$ cat src/rtl/rs_15_11_pkg.sv
// Shared constants for the (15,11) Reed-Solomon code over GF(16).
// Used by the encoder and by the decoder stages (syndrome_4 onwards).
//   - symbol width, code length N, message length K, parity count
//   - primitive polynomial x^4+x+1 and generator coefficients G3..G0
//   - encoder state encoding
//   - gf16_mul: generic GF(16) multiply, meant for elaborating constants only
package rs_15_11_pkg;

    localparam int SYM_W = 4;
    localparam int N     = 15;
    localparam int K     = 11;
    localparam int NPAR  = N - K;

    // x^4 + x + 1
    localparam logic [4:0] PRIM_POLY = 5'b10011;

    // g(x) = x^4 + G3 x^3 + G2 x^2 + G1 x + G0, roots alpha^1..alpha^4
    localparam logic [3:0] G3 = 4'd13;
    localparam logic [3:0] G2 = 4'd12;
    localparam logic [3:0] G1 = 4'd8;
    localparam logic [3:0] G0 = 4'd7;

    typedef enum logic {
        ST_DATA   = 1'b0,
        ST_PARITY = 1'b1
    } enc_state_t;

    // Shift-and-add multiply; only evaluated at elaboration time to derive
    // the XOR columns of the constant multipliers.
    function automatic logic [3:0] gf16_mul(input logic [3:0] a, input logic [3:0] b);
        logic [3:0] acc;
        logic [3:0] sh;
        acc = 4'd0;
        sh  = a;
        for (int i = 0; i < 4; i++) begin
            if (b[i]) begin
                acc = acc ^ sh;
            end
            sh = {sh[2:0], 1'b0} ^ (sh[3] ? PRIM_POLY[3:0] : 4'd0);
        end
        return acc;
    endfunction

endpackage

$ cat src/rtl/gf16_const_mul.sv
// Constant-coefficient GF(16) multiplier: prod = COEF * sym.
// Ports:
//   sym   in  4  multiplicand, polynomial basis
//   prod  out 4  product, polynomial basis
// Each input bit selects a precomputed column COEF*alpha^i, so the result is
// a pure XOR network with no run-time multiplication logic.
module gf16_const_mul
    import rs_15_11_pkg::*;
#(
    parameter logic [3:0] COEF = 4'd1
) (
    input  logic [3:0] sym,
    output logic [3:0] prod
);

    logic [3:0] term [4];

    generate
        for (genvar gi = 0; gi < 4; gi++) begin : g_col
            localparam logic [3:0] COL = gf16_mul(COEF, 4'(1 << gi));
            assign term[gi] = sym[gi] ? COL : 4'd0;
        end
    endgenerate

    assign prod = term[0] ^ term[1] ^ term[2] ^ term[3];

endmodule

$ cat src/rtl/rs_15_11_encoder.sv
// Systematic (15,11) Reed-Solomon encoder over GF(16).
// 11 message symbols are accepted through valid/ready and passed straight
// through; 4 parity symbols from an LFSR divider by g(x) follow. Highest
// degree symbol first, parity last (p3..p0).
// Ports:
//   CLK         in  1  clock, rising edge
//   RESET_N     in  1  asynchronous active-low reset
//   CLEAR       in  1  synchronous abort of the current block
//   IN_SERIAL   in  4  message symbol
//   IN_VALID    in  1  IN_SERIAL valid
//   IN_READY    out 1  high while accepting message symbols
//   OUT_SERIAL  out 4  codeword symbol (registered)
//   OUT_VALID   out 1  OUT_SERIAL valid
//   OUT_FIRST   out 1  codeword symbol 0
//   OUT_LAST    out 1  codeword symbol 14 (p0)
module rs_15_11_encoder
    import rs_15_11_pkg::*;
(
    input  logic       CLK,
    input  logic       RESET_N,
    input  logic       CLEAR,
    input  logic [3:0] IN_SERIAL,
    input  logic       IN_VALID,
    output logic       IN_READY,
    output logic [3:0] OUT_SERIAL,
    output logic       OUT_VALID,
    output logic       OUT_FIRST,
    output logic       OUT_LAST
);

    localparam logic [15:0] GEN_COEFS    = {G3, G2, G1, G0};
    localparam logic [3:0]  MSG_LAST_CNT = 4'(K - 1);
    localparam logic [3:0]  PAR_LAST_CNT = 4'(NPAR - 1);

    enc_state_t state_reg, state_next;
    logic [3:0] cnt_reg, cnt_next;
    logic [3:0] r_reg  [NPAR];
    logic [3:0] r_next [NPAR];
    logic [3:0] out_serial_reg, out_serial_next;
    logic       out_valid_reg, out_valid_next;
    logic       out_first_reg, out_first_next;
    logic       out_last_reg, out_last_next;

    logic       accept;
    logic [3:0] fb;
    logic [3:0] fb_prod [NPAR];

    assign IN_READY = (state_reg == ST_DATA);
    assign accept   = IN_VALID & IN_READY;
    assign fb       = IN_SERIAL ^ r_reg[NPAR-1];

    // fb_prod[i] = fb * G_i
    generate
        for (genvar gi = 0; gi < NPAR; gi++) begin : g_tap
            gf16_const_mul #(
                .COEF(GEN_COEFS[gi*4 +: 4])
            ) u_mul (
                .sym (fb),
                .prod(fb_prod[gi])
            );
        end
    endgenerate

    always_comb begin
        state_next      = state_reg;
        cnt_next        = cnt_reg;
        r_next          = r_reg;
        out_serial_next = out_serial_reg;
        out_valid_next  = 1'b0;
        out_first_next  = 1'b0;
        out_last_next   = 1'b0;

        if (CLEAR) begin
            // Abort wins over a simultaneous accept; that symbol is dropped.
            state_next = ST_DATA;
            cnt_next   = 4'd0;
            for (int i = 0; i < NPAR; i++) begin
                r_next[i] = 4'd0;
            end
        end else begin
            case (state_reg)
                ST_DATA: begin
                    if (accept) begin
                        r_next[0] = fb_prod[0];
                        for (int i = 1; i < NPAR; i++) begin
                            r_next[i] = r_reg[i-1] ^ fb_prod[i];
                        end
                        out_serial_next = IN_SERIAL;
                        out_valid_next  = 1'b1;
                        out_first_next  = (cnt_reg == 4'd0);
                        if (cnt_reg == MSG_LAST_CNT) begin
                            cnt_next   = 4'd0;
                            state_next = ST_PARITY;
                        end else begin
                            cnt_next = cnt_reg + 4'd1;
                        end
                    end
                end
                ST_PARITY: begin
                    // Shifting zeros in leaves the LFSR cleared after the
                    // fourth parity symbol, ready for the next block.
                    out_serial_next = r_reg[NPAR-1];
                    out_valid_next  = 1'b1;
                    out_last_next   = (cnt_reg == PAR_LAST_CNT);
                    r_next[0]       = 4'd0;
                    for (int i = 1; i < NPAR; i++) begin
                        r_next[i] = r_reg[i-1];
                    end
                    if (cnt_reg == PAR_LAST_CNT) begin
                        cnt_next   = 4'd0;
                        state_next = ST_DATA;
                    end else begin
                        cnt_next = cnt_reg + 4'd1;
                    end
                end
                default: begin
                    state_next = ST_DATA;
                    cnt_next   = 4'd0;
                end
            endcase
        end
    end

    always_ff @(posedge CLK or negedge RESET_N) begin
        if (!RESET_N) begin
            state_reg      <= ST_DATA;
            cnt_reg        <= 4'd0;
            for (int i = 0; i < NPAR; i++) begin
                r_reg[i] <= 4'd0;
            end
            out_serial_reg <= 4'd0;
            out_valid_reg  <= 1'b0;
            out_first_reg  <= 1'b0;
            out_last_reg   <= 1'b0;
        end else begin
            state_reg      <= state_next;
            cnt_reg        <= cnt_next;
            for (int i = 0; i < NPAR; i++) begin
                r_reg[i] <= r_next[i];
            end
            out_serial_reg <= out_serial_next;
            out_valid_reg  <= out_valid_next;
            out_first_reg  <= out_first_next;
            out_last_reg   <= out_last_next;
        end
    end

    assign OUT_SERIAL = out_serial_reg;
    assign OUT_VALID  = out_valid_reg;
    assign OUT_FIRST  = out_first_reg;
    assign OUT_LAST   = out_last_reg;

endmodule

$ cat config.mk
export PLATFORM = sky130hd
export DESIGN_NAME = rs_15_11_encoder
export DESIGN_NICKNAME = d
export VERILOG_FILES = /design/src/rtl/rs_15_11_pkg.sv /design/src/rtl/gf16_const_mul.sv /design/src/rtl/rs_15_11_encoder.sv
export SDC_FILE = /design/constraint.sdc
export NUM_CORES = 1
export LEC_CHECK = 0
export ABC_AREA = 1
export ABC_CLOCK_PERIOD_IN_PS = 3500
export CORE_MARGIN = 3
export CORE_UTILIZATION = 34
export DETAILED_ROUTE_END_ITERATION = 8
export HOLD_SLACK_MARGIN = 0.1
export PLACE_DENSITY = 0.59
export RECOVER_POWER = 50
export SKIP_LAST_GASP = 1
export SYNTH_ARGS = -nofsm -noshare
export SYNTH_HDL_FRONTEND = slang
export SYNTH_SLANG_ARGS = --single-unit
$ cat constraint.sdc
create_clock -name CLK -period 3.5 [get_ports CLK]
set_input_delay 0.525 -clock CLK [delete_from_list [all_inputs] [get_ports CLK]]
set_output_delay 0.525 -clock CLK [all_outputs]
set_load 0.1 [all_outputs]
==> results_dict.tcl, run 1 <==
set metrics [dict create \
    max-cap-violations 1 \
    wl_per_cell_um 11.86 \
    synthDistinctLibCells 28 \
    hold_end "r_reg[9]$_DFFE_PN0P_" \
    ys_warn_count 0 \
    ios 16 \
    largest_reg_flops 16 \
    post_cts_buffers 0 \
    start_util 0.3606 \
    cts_buffer_depth 2 \
    fin_crit_ps 2367 \
    worst_slack_ps 1133 \
    layout.nets 239 \
    grt_max_degree 29 \
    hold_slack_ps 497.7 \
    tightest_slew_ps 1503 \
    gr-total-overflow 0 \
    worstSkewPairLatency_ps 270 \
    vdd_drop_max_uv 291.0 \
    arrival_ps 1840 \
    cts_buffers 3 \
    reg2reg_to "r_reg[5]$_DFFE_PN0P_" \
    die_w_um 74.66 \
    antenna_cells 0 \
    hp-class "register to register" \
    path_max_fanout 18 \
    dp_hpwl_um 2381 \
    antenna_found_initial 0 \
    antenna_left 0 \
    place_inst 275 \
    hold_depth 2 \
    cts_num_sinks 28 \
    cts-htree-levels 1 \
    grt_pass1_wl_um 5727 \
    clk_pin_slew_worst_paths_ps 90 \
    grt_setup_unrepaired "no" \
    place_congestion 0.7812 \
    required_ps 2970 \
    grtUsageTotal 0.1334 \
    coreArea_um2 4444 \
    fin_worst_skew_ps 7.558 \
    setup_viol 0 \
    syn_inst 211 \
    synth_ff_type "dfrtp_1" \
    drc 0 \
    hold_buffers 0 \
    ys_seq_area_frac 0.4372 \
    final-seq-area_um2 700.7 \
    synth-edff-count 0 \
    cp-start-kind "register" \
    layout.cells.non_filler 278 \
    multi_input_area_um2 763.2 \
    timing_worst_setup_path_type "register to output pin" \
    fmax_ghz 0.4224 \
    synth-async-reset-ratio 1.000 \
    syn_avg_cell_area_um2 7.596 \
    powerDensity_nw_per_um2 450.2 \
    synth_nets 222 \
    grt_pass1_vias 1313 \
    place_ws_ps 1393 \
    finalSetupTns_ps 0 \
    r2r-start "state_reg$_DFF_PN0_" \
    yosys_register_bits 28 \
    first_iter_violations 34 \
    area_growth_pct 14.05 \
    rr_worst_depth 7 \
    totalWireLength_um 3297 \
    via_count 1316 \
    drv_slew 28 \
    n_fill_cell 478 \
    fin_crit_sh 0.6764 \
    min_from "r_reg[9]$_DFFE_PN0P_" \
    reg2reg_slack_ps 1440 \
    die_height_um 74.66 \
    status "finished with violations" \
    relSlewSlack -0.001685 \
    drive_gt1_frac 0.07080 \
    numPortBuffers 15 \
    ctsResizeCount 0 \
    rows 24 \
    clockRootBuffer "clkbuf_8" \
    finalHoldViolations 0 \
    cts_tree "built" \
    syn-cell-area_um2 1603 \
    p_leak_nw 0.8907 \
    routed_via_density 4.734 \
    endpoint_kind "output pin" \
    die-area_um2 5574 \
    dr.pass1.iters 4 \
    violations "capacitance limit, slew limit" \
]
==> kinds of logic (layout without fill, tap and decap cells) <==
logic type | count (synthesis) | count (layout) | share of synthesized area
XOR/XNOR | 7 | 7 | 0.04996
flip-flops | 28 | 28 | 0.4372
buffers and inverters | 32 | 47 | 0.08508
adder cells (fa/ha/maj) | 3 | 3 | 0.02342
AO/OA/AOI/OAI | 29 | 29 | 0.1093
AND/OR/NAND/NOR | 112 | 112 | 0.2951
==> worst max-delay path, stage by stage, from the launching register on <==
cell,delay (ps)
dfrtp_1,600
clkinv_1,540
buf_4,420
==> how the worst max path moves through the flow <==
stage / startpoint / slack (ps) / endpoint / cells past startpoint
after floorplan: state_reg$_DFF_PN0_ / 1470 / IN_READY / 2
after CTS: state_reg$_DFF_PN0_ / 1140 / IN_READY / 2
after detailed placement: IN_SERIAL[3] / 1390 / r_reg[11]$_DFFE_PN0P_ / 10
after global routing: state_reg$_DFF_PN0_ / 970 / IN_READY / 2
final: state_reg$_DFF_PN0_ / 1130 / IN_READY / 2
after global placement: IN_SERIAL[3] / 1380 / r_reg[11]$_DFFE_PN0P_ / 10
==> stage by stage <==
| stage | utilization | instance area [um2] | total power (W) |
|---|---|---|---|
| floorplan | - | 1603 | 0.0005939 |
| global placement | 0.4043 | 1797 | 0.0006603 |
| detailed placement | 0.4043 | 1797 | 0.0006619 |
| CTS | 0.4136 | 1838 | 0.0008371 |
| global route | 0.4113 | 1828 | 0.0008840 |
| finish | 0.4113 | 1828 | 0.0008229 |
==> placed cells by master (no fill, tap or decap), types with 2 or more instances in the layout <==
master            n
a21oi_1           2
a31oi_1           5
clkbuf_1          2
clkbuf_8          3
clkdlybuf4s50_1  12
dfrtp_1          28
dlygate4sd3_1     2
ha_1              3
inv_1            24
nand2_1          75
nand2_2           5
nand3_1          16
nand4_1           2
nor2_1           11
nor2_2            2
o21ai_0           6
o21ai_1           4
o22ai_1           7
xor2_1            5
==> cell type report <==
class,instances,area share
inverters,27,0.05613
flip-flops and latches,28,0.3833
clock buffers,3,0.02259
repair buffers,17,0.08487
multi-input cells,151,0.4175
well taps,52,0.03559
==> power breakdown <==
part	switching, W	internal (W)
Sequential	0.0000246	0.000357
Clock	0.0000930	0.0000771
Combinational	0.000185	0.0000860
Total	0.000303	0.000520
==> synth_stat cells, types with 2 or more instances <==
master    n  area share
nand2_1  75        0.18
a31oi_1   5       0.020
nand4_1   2      0.0078
a21oi_1   2      0.0062
xor2_1    5       0.027
nor2_1   10       0.023
nand3_1  16       0.050
buf_4     4       0.019
dfrtp_1  28        0.44
inv_1    24       0.056
nor2_2    3       0.012
o21ai_0   6       0.019
o21ai_1   4       0.012
ha_1      3       0.023
nand2_2   5       0.020
o22ai_1   7       0.027
==> per-layer routing <==
layer | global-route usage | vias to the layer above | routed length [um]
met5 | 0 | - | 0
met4 | 0.02964 | 0 | 20
met3 | 0.03204 | 2 | 163
met2 | 0.2215 | 24 | 1431
met1 | 0.1776 | 584 | 1681
li1 | - | 706 | -
(Power assumes the default switching activity.)
==> inputs of run 2 (changes only) <==
ABC_CLOCK_PERIOD_IN_PS = 2140   (was 3500)
PLACE_DENSITY = 0.61   (was 0.59)
clock period = 2.14 ns   (was 3.5 ns; I/O delays follow)
==> results_dict.tcl, run 2 (synthesis results as in run 1) <==
set metrics [dict create \
    die_height_um 74.66 \
    arrival_ps 1580 \
    fin_crit_ps 1898 \
    first_iter_violations 58 \
    layout.nets 242 \
    ios 16 \
    vdd_drop_max_uv 326.8 \
    required_ps 1820 \
    p_sw_w 0.0005266 \
    cts-htree-levels 1 \
    coreArea_um2 4444 \
    cp-start-kind "register" \
    ctsResizeCount 0 \
    hp-class "register to register" \
    finalHoldViolations 0 \
    die_w_um 74.66 \
    critPathSlowestCell "dfrtp_1" \
    clockPowerShare 0.288 \
    finalSetupTns_ps 0 \
    mostFrequentLayoutCells "nand2_1, dfrtp_1, inv_1" \
    p_comb_frac 0.294 \
    antenna_found_initial 0 \
    largest_reg_flops 16 \
    place_congestion 0.8290 \
    cp-endpoint "IN_READY" \
    numPortBuffers 15 \
    max-cap-violations 0 \
    p_leak_nw 0.9271 \
    cts_tree "built" \
    reg2reg_slack_ps 290 \
    r2r-start "state_reg$_DFF_PN0_" \
    timing_worst_setup_path_type "register to output pin" \
    dp_hpwl_um 2548 \
    setup_viol 0 \
    die-area_um2 5574 \
    fin_crit_sh 0.8871 \
    rows 24 \
    power_frac_seq 0.417 \
    grt_pass1_wl_um 5947 \
    area_growth_pct 16.63 \
    clk_pin_slew_worst_paths_ps 110 \
    clockRootBuffer "clkbuf_8" \
    antenna_left 0 \
    drive_gt1_frac 0.1174 \
    cts_buffers 3 \
    fin_util 0.4206 \
    grt_setup_unrepaired "no" \
    layout_commonest_cell "nand2_1" \
    status "completed" \
    cp_top_family "buffers and inverters" \
    cp_num_cells 3 \
    path_buf_inv 3 \
    slowest_delay_ps 480 \
    tightest_slew_ps 1164 \
    crit_chain "clkinv_1, buf_4, buf_12" \
    cts_buffer_depth 2 \
    cts_num_sinks 28 \
    hold_buffers 0 \
    endpoint_kind "output pin" \
    start_util 0.3606 \
    worstSkewPairLatency_ps 280 \
    dr.pass1.iters 4 \
    grt_max_degree 29 \
    totalWireLength_um 3467 \
    wl_per_cell_um 12.29 \
    drv_slew 0 \
    place_inst 278 \
    reg2reg_to "r_reg[2]$_DFFE_PN0P_" \
    fmax_ghz 0.5267 \
    grt_pass1_vias 1281 \
    cp-startpoint "state_reg$_DFF_PN0_" \
    drc 0 \
    sw_frac_of_total 0.3512 \
    powerDensity_nw_per_um2 802.1 \
    via_count 1380 \
    gr-total-overflow 0 \
    relSlewSlack 0.2270 \
    grtUsageTotal 0.1399 \
    post_cts_buffers 0 \
    antenna_cells 0 \
    fin_worst_skew_ps 6.713 \
    layout.cells.non_filler 282 \
    routed_via_density 4.894 \
    p_int_w 0.0009728 \
    rr_worst_depth 6 \
    path_max_fanout 13 \
]
-- run 2: cell count changes in the layout (fill, tap and decap cells not counted), sizes merged --
cell / previous run / this run
buf: 1 / 8
bufinv: 0 / 1
clkbuf: 5 / 8
dlygate4sd3: 2 / 1
clkdlybuf4s50: 12 / 6
-- run 2: worst min path at each step --
stage / from / endpoint / slack (ps) / cells after the start
finish: r_reg[9]$_DFFE_PN0P_ / r_reg[9]$_DFFE_PN0P_ / 490 / 2
global route: r_reg[6]$_DFFE_PN0P_ / r_reg[6]$_DFFE_PN0P_ / 550 / 2
CTS: RESET_N / OUT_VALID$_DFF_PN0_ / 430 / 2
detailed placement: r_reg[9]$_DFFE_PN0P_ / r_reg[9]$_DFFE_PN0P_ / 470 / 2
global placement: r_reg[9]$_DFFE_PN0P_ / r_reg[9]$_DFFE_PN0P_ / 470 / 2
floorplan: RESET_N / OUT_FIRST$_DFF_PN0_ / 30 / 0
-- run 2: area by class of cell --
class	count	area (um2)
fill	448	2575
multi-input combinational	151	765.7
sequential	28	700.7
timing repair buffer	20	163.9
inverter	27	102.6
tap	52	65.06
clock buffer	3	41.29
clock inverter	1	30.03
-- run 2: metal layers --
| layer | up-vias | track usage | part of all wire |
|---|---|---|---|
| li1 | 709 | - | - |
| met1 | 629 | 0.1868 | 0.49 |
| met2 | 36 | 0.2293 | 0.46 |
| met3 | 6 | 0.02403 | 0.043 |
| met4 | 0 | 0.04941 | 0.015 |
| met5 | - | 0 | 0 |
-- run 2: through the flow --
| stage | instance area (um2) | power, W | worst slack, ps | hold slack [ps] |
|---|---|---|---|---|
| after CTS | 1886 | 0.001513 | 230.3 | 429.0 |
| after global placement | 1814 | 0.001076 | 296.0 | 470.0 |
| after detailed placement | 1814 | 0.001083 | 269.7 | 471.4 |
| after floorplan | 1603 | 0.0009713 | 167.8 | 25.41 |
| final | 1869 | 0.001499 | 241.6 | 488.6 |
| after global routing | 1869 | 0.001597 | 117.5 | 547.8 |
-- run 2: worst min-delay path: cells and delay by family (launching register included) --
kind | cells | cell delay [ps]
DFF | 1 | 350
and+or+nand+nor | 2 | 110
-- run 2: power by group through the flow --
stage	sequential, W	combinational, W	clock (W)
floorplan	0.000717	0.000254	0
detailed placement	0.000636	0.000447	0
finish	0.000626	0.000441	0.000432
global placement	0.000635	0.000441	0
global route	0.000634	0.000495	0.000467
CTS	0.000626	0.000448	0.000438
